**src/rtl/result_uart_pkg.sv**
```systemverilog
// Shared types and constants for the result_uart logger: the serialiser
// state encoding, the ASCII bytes that make up a message and small helpers
// that turn a {sel,result} pair into those bytes.
package result_uart_pkg;

    typedef enum logic [1:0] {
        IDLE,
        START,
        DATA,
        STOP
    } tx_state_t;

    localparam logic [7:0] TAG_DICE    = 8'h44;
    localparam logic [7:0] TAG_TRAFFIC = 8'h54;
    localparam logic [7:0] ASCII_ZERO  = 8'h30;

    // Start bit + 8 data bits + stop bit.
    localparam int FRAME_BITS = 10;
    localparam int DATA_BITS  = FRAME_BITS - 2;

    function automatic logic [7:0] tag_byte(input logic src);
        return src ? TAG_TRAFFIC : TAG_DICE;
    endfunction

    function automatic logic [7:0] digit_byte(input logic [2:0] value);
        return ASCII_ZERO + {5'd0, value};
    endfunction

endpackage

```
**src/rtl/uart_tx_byte.sv**
```systemverilog
// 8N1 serialiser for a single byte. A start request that coincides with the
// last cycle of the stop bit chains straight into the next start bit, so a
// caller can stream bytes back to back without an idle gap.
module uart_tx_byte
    import result_uart_pkg::*;
#(
    parameter int CLKS_PER_BIT = 16
) (
    input  logic       clk,
    input  logic       rst,
    input  logic       start,
    input  logic [7:0] data,
    output logic       tx,
    output logic       done
);

    localparam int CNT_W = (CLKS_PER_BIT > 1) ? $clog2(CLKS_PER_BIT) : 1;
    localparam logic [CNT_W-1:0] BAUD_LAST = CNT_W'(CLKS_PER_BIT - 1);
    localparam logic [2:0]       BIT_LAST  = 3'(DATA_BITS - 1);

    tx_state_t        state;
    logic [CNT_W-1:0] baud;
    logic [2:0]       bit_idx;
    logic [7:0]       shift;
    logic             bit_end;

    assign bit_end = (baud == BAUD_LAST);
    assign done    = (state == STOP) && bit_end;

    // Frame sequencer: every bit is held for CLKS_PER_BIT cycles, tx is registered.
    always_ff @(posedge clk or negedge rst) begin
        if (!rst) begin
            state   <= IDLE;
            baud    <= '0;
            bit_idx <= '0;
            shift   <= '0;
            tx      <= 1'b1;
        end else begin
            case (state)
                IDLE: begin
                    if (start) begin
                        state <= START;
                        shift <= data;
                        baud  <= '0;
                        tx    <= 1'b0;
                    end
                end
                START: begin
                    if (bit_end) begin
                        state   <= DATA;
                        baud    <= '0;
                        bit_idx <= '0;
                        tx      <= shift[0];
                    end else begin
                        baud <= baud + 1'b1;
                    end
                end
                DATA: begin
                    if (bit_end) begin
                        baud <= '0;
                        if (bit_idx == BIT_LAST) begin
                            state <= STOP;
                            tx    <= 1'b1;
                        end else begin
                            bit_idx <= bit_idx + 1'b1;
                            shift   <= {1'b0, shift[7:1]};
                            tx      <= shift[1];
                        end
                    end else begin
                        baud <= baud + 1'b1;
                    end
                end
                STOP: begin
                    if (bit_end) begin
                        baud <= '0;
                        if (start) begin
                            state <= START;
                            shift <= data;
                            tx    <= 1'b0;
                        end else begin
                            state <= IDLE;
                            tx    <= 1'b1;
                        end
                    end else begin
                        baud <= baud + 1'b1;
                    end
                end
                default: begin
                    state <= IDLE;
                    tx    <= 1'b1;
                end
            endcase
        end
    end

endmodule

```
**src/rtl/result_uart.sv**
```systemverilog
// Logs changes of the dice/traffic mux output as two-character ASCII messages
// ("D3", "T5", ...) on an 8N1 UART line. Owns change detection, the
// pending/overwrite bookkeeping and the tag-then-digit byte sequencing.
module result_uart
    import result_uart_pkg::*;
#(
    parameter int CLKS_PER_BIT = 16
) (
    input  logic       clk,
    input  logic       rst,
    input  logic [2:0] result,
    input  logic       sel,
    input  logic       en,
    output logic       tx,
    output logic       busy,
    output logic       ovr
);

    logic [3:0] current;
    logic [3:0] last;
    logic [3:0] prev;
    logic [2:0] snap_digit;
    logic       have_last;
    logic       pend;
    logic       byte_idx;
    logic       launch;
    logic       byte_done;
    logic       start_byte;
    logic [7:0] byte_data;

    assign current = {sel, result};

    // A new message may only start from idle, and only for a value not yet sent.
    assign launch = !busy && en && (!have_last || (current != last));

    // The tag goes out from the live inputs at launch; the digit comes from the snapshot.
    assign start_byte = launch || (byte_done && !byte_idx);
    assign byte_data  = launch ? tag_byte(sel) : digit_byte(snap_digit);

    uart_tx_byte #(
        .CLKS_PER_BIT(CLKS_PER_BIT)
    ) u_tx (
        .clk   (clk),
        .rst   (rst),
        .start (start_byte),
        .data  (byte_data),
        .tx    (tx),
        .done  (byte_done)
    );

    // Message sequencing: latch the launched value, then run tag byte and digit byte.
    always_ff @(posedge clk or negedge rst) begin
        if (!rst) begin
            busy       <= 1'b0;
            byte_idx   <= 1'b0;
            last       <= '0;
            have_last  <= 1'b0;
            snap_digit <= '0;
        end else if (launch) begin
            busy       <= 1'b1;
            byte_idx   <= 1'b0;
            last       <= current;
            have_last  <= 1'b1;
            snap_digit <= result;
        end else if (byte_done) begin
            if (!byte_idx) begin
                byte_idx <= 1'b1;
            end else begin
                byte_idx <= 1'b0;
                busy     <= 1'b0;
            end
        end
    end

    // Input changes during a message mark a pending value; a second one loses it.
    always_ff @(posedge clk or negedge rst) begin
        if (!rst) begin
            prev <= '0;
            pend <= 1'b0;
            ovr  <= 1'b0;
        end else begin
            prev <= current;
            ovr  <= 1'b0;
            if (launch) begin
                pend <= 1'b0;
            end else if (busy && (current != prev)) begin
                pend <= 1'b1;
                ovr  <= pend;
            end
        end
    end

endmodule
```
**config.mk**
```make
export PLATFORM = sky130hd
export DESIGN_NAME = result_uart
export DESIGN_NICKNAME = d
export VERILOG_FILES = /design/src/rtl/result_uart_pkg.sv /design/src/rtl/uart_tx_byte.sv /design/src/rtl/result_uart.sv
export SDC_FILE = /design/constraint.sdc
export NUM_CORES = 1
export LEC_CHECK = 0
export ABC_AREA = 1
export BUFFER_PORTS_ARGS = -buffer_cell sky130_fd_sc_hd__buf_2
export CAP_MARGIN = 20
export CORE_ASPECT_RATIO = 0.5
export CORE_UTILIZATION = 50
export CTS_CLUSTER_DIAMETER = 40
export DETAILED_ROUTE_END_ITERATION = 6
export PLACE_DENSITY = 0.64
export SYNTH_ARGS = -nofsm -noshare
export SYNTH_HDL_FRONTEND = slang
export SYNTH_SLANG_ARGS = --single-unit
```
**constraint.sdc**
```tcl
create_clock -name clk -period 3.8 [get_ports clk]
set_input_delay 0.76 -clock clk [delete_from_list [all_inputs] [get_ports clk]]
set_output_delay 0.76 -clock clk [all_outputs]
set_load 0.02 [all_outputs]
```
==> results by group <==
Floorplanning
  – Site Rows: 13
  – Top Ports: 10
  – Die height: 41.72 um
  – Core ar.: 0.002781 sq mm
  – Die ar.: 0.003398 sq mm
  – Die Span X: 81.44 um
  – Initial Utilization: 56.73%

STA
  – Final setup fails: 0
  – Skew final: 0.004676 ns
  – RSZ-0062 raised after global routing: false
  – Max Clock Freq: 454.6 MHz
  – Final Hold Vio Count: 0
  – Crit share post-route: 57.89%
  – Max-slew violations: 0
  – Worst slew pin tran: 0.6804 ns
  – Setup TNS: 0 ns
  – PnR worst setup slack: 1.600 ns
  – Final Critical Period: 2.200 ns
  – Slew HR: 54.64%

Synth
  – Synthesized cell area: 0.001578 sq mm
  – Synth warn: 0
  – Number of synthesized register bits: 30
  – Gate Count Post-Synth: 184
  – Unique masters post-synth: 25
  – Synthesized area per cell: approximately 8.6 sq um
  – Mapped Nets: 199
  – Part of the Yosys area used for sequential elements: ~48%

Global routing
  – Met3 Usage GRT: 7.692%
  – GR met1 Demand/Resource: a little over a quarter
  – First-pass GRT wire length: 4761 um
  – GRT overflow: 0
  – Largest net degree at the start of global routing: 31
  – Most used routing layer: met2
  – Grt met2 use: 27.33%
  – Total track usage: between 10% and 20%
  – Vias in the first global route: 1,032
  – Initial antenna violation count: 0

Run status
  – Outcome: finished clean

Drt
  – Drt initial violations: 83
  – Vias: about 1,200
  – Vias/cell: between 5 and 6
  – Drt pass-1 iters: 4
  – DRC errors left: 0
  – Routed Antenna Nets: 0
  – WL final: 2807 um
  – DR WL/cell: about 12 um

Clocking
  – H-tree depth: 2
  – Post-CTS Setup Inserts: 0
  – CTS Buf Count: 5
  – Clock Tree Root: clkbuf_8
  – CTS max path bufs: 2
  – Post_cts resized: 0
  – Post-CTS Hold Fix Bufs: 0
  – CTS Sinks: 30
  – Reg clk slew, reported paths: approximately 0.07 ns
  – CTS tree: done
  – Worst skew pair latency: 0.29 ns

Finish
  – Post-Layout Cell Count: 235
  – Layout cells sized above 1: about 14%
  – Diode count: 0
  – Nets@finish: about 210
  – Area Overhead vs Synth: 13.08%

Critical path
  – Worst-path maximum fanout: 14
  – R2r worst-path depth: 8
  – Critical path arrival: 2.37 ns
  – Type of the worst setup path: reg -> reg
  – Crit start category: register
  – CP Data Required Time: 3.97 ns
  – CP Capture Type: register

Power
  – Overall Power: roughly 0.76 mW
  – IR drop worst, VDD: 0.0002477 V
  – Pwr dens: 425.4 mW/mm^2
  – Leakage power: 0.8908 nW

Place
  – Place WS: 1.646 ns
  – Port-buffer cells: 9
  – RePlAce Congestion: 0.8217
  – Dpl cells: about 230
  – DPL Wire Length: 2005 um

Hold path
  – Min-delay worst type: reg -> reg
  – Worst Hold Path Cells: 2

Job
  – Max cap viols: 0
## layout make-up
class                           instances  area (sq um)
Timing Repair Buffer                    9         45.04
Clock buffer                            6         82.58
Sequential cell                        30         752.0
Clock inverter                          2         60.06
Inverter                               24         90.09
Fill cell                             229         997.2
Tap cell                               37         46.29
Multi-Input combinational cell        127         708.2
## flip-flops by register name, indices dropped and copies added, names as in the netlist
signal        count
busy              1
u_tx.tx           1
pend              1
u_tx.shift        7
u_tx.state        2
have_last         1
u_tx.baud         4
ovr               1
last              4
byte_idx          1
prev              4
u_tx.bit_idx      3
## kinds of logic (layout without fill, tap and decap cells)
kind of cell	count (synthesis)	in the layout	synth area share, %
AO/OA/AOI/OAI	30	30	10.86
XOR/XNOR	7	7	3.886
adder cells (fa/ha/maj)	8	8	6.344
buffers and inverters	27	41	7.454
flip-flops	30	30	47.66
AND/OR/NAND/NOR	82	82	23.79
## cell usage in the layout, fill, tap and decap left out
cell and instances:
nand2_1 51, dfrtp_1 29, inv_1 22, o21ai_0 18, nand3_1 11, nor2_1 9
buf_2 9, ha_1 8, clkbuf_8 6, a21oi_1 5, xor2_1 4, xnor2_1 3
nand2_4 3, o21ai_1 3, inv_2 2, o21a_1 2, nand3_2 2, nor3_1 2
bufinv_16 2, nor2_4 1, nand4_1 1, nand3b_1 1, o211a_1 1, o21ai_4 1
or2_2 1, dfstp_2 1
## where the power goes
group	internal, mW	switching (mW)	total, mW	leakage, nW
clock	0.280	0.123	0.403	0.0714
sequential	0.325	0.00269	0.328	0.372
combinational	0.0101	0.0180	0.0281	0.448
total	0.615	0.144	0.759	0.891
## Yosys cell counts
| library cell | count | area, sq um |
|---|---|---|
| dfrtp_1 | 29 | 725.7 |
| o211a_1 | 1 | 10.01 |
| buf_6 | 2 | 22.52 |
| nor2_1 | 9 | 33.78 |
| o21ai_1 | 3 | 15.01 |
| xnor2_1 | 3 | 26.28 |
| inv_2 | 2 | 7.510 |
| inv_1 | 22 | 82.58 |
| o21ai_4 | 1 | 16.27 |
| o21a_1 | 2 | 15.01 |
| o21ai_0 | 18 | 90.09 |
| nor3_1 | 2 | 10.01 |
| nand2_1 | 51 | 191.4 |
| nor2_4 | 1 | 11.26 |
| nand3b_1 | 1 | 7.510 |
| buf_2 | 1 | 5.000 |
| a21oi_1 | 5 | 25.02 |
| xor2_1 | 4 | 35.03 |
| nand4_1 | 1 | 6.260 |
| or2_2 | 1 | 6.260 |
| nand3_1 | 11 | 55.05 |
| dfstp_2 | 1 | 26.28 |
| ha_1 | 8 | 100.1 |
| nand2_4 | 3 | 33.78 |
| nand3_2 | 2 | 20.02 |
## worst max-delay path, cell delays in order (launching register included)
cell and delay (ns):
dfrtp_1 0.43, inv_1 0.14, ha_1 0.48, inv_1 0.25, nor2_1 0.14, inv_1 0.06
a21oi_1 0.30, o21ai_0 0.15, o21a_1 0.14
## path summary, 6_finish.rpt
kind                          startpoint         endpoint  slack [ns]
max reg2reg                u_tx.state[0]  u_tx.bit_idx[0]        1.60
max                        u_tx.state[0]  u_tx.bit_idx[0]        1.60
min in group asynchronous            rst          prev[1]        0.51
min                                 pend             pend        0.47
max in group asynchronous            rst     u_tx.baud[1]        2.85
min reg2reg                         pend             pend        0.47
## metal layers
layer | vias to the layer above | part of all wire [%]
li1 | 616 | -
met1 | 533 | 51
met2 | 26 | 43
met3 | 3 | 5.2
met4 | 0 | 0.71
met5 | - | 0
## stage by stage
stage	area [sq um]	hold slack [ns]	util, %
after detailed placement	1642	0.4571	59.02
after floorplan	1578	0.4324	-
after global placement	1642	0.4560	59.02
after global routing	1784	0.4912	64.15
after CTS	1784	0.4700	64.15
final	1784	0.4662	64.15
Power figures use the tool's default switching activity.
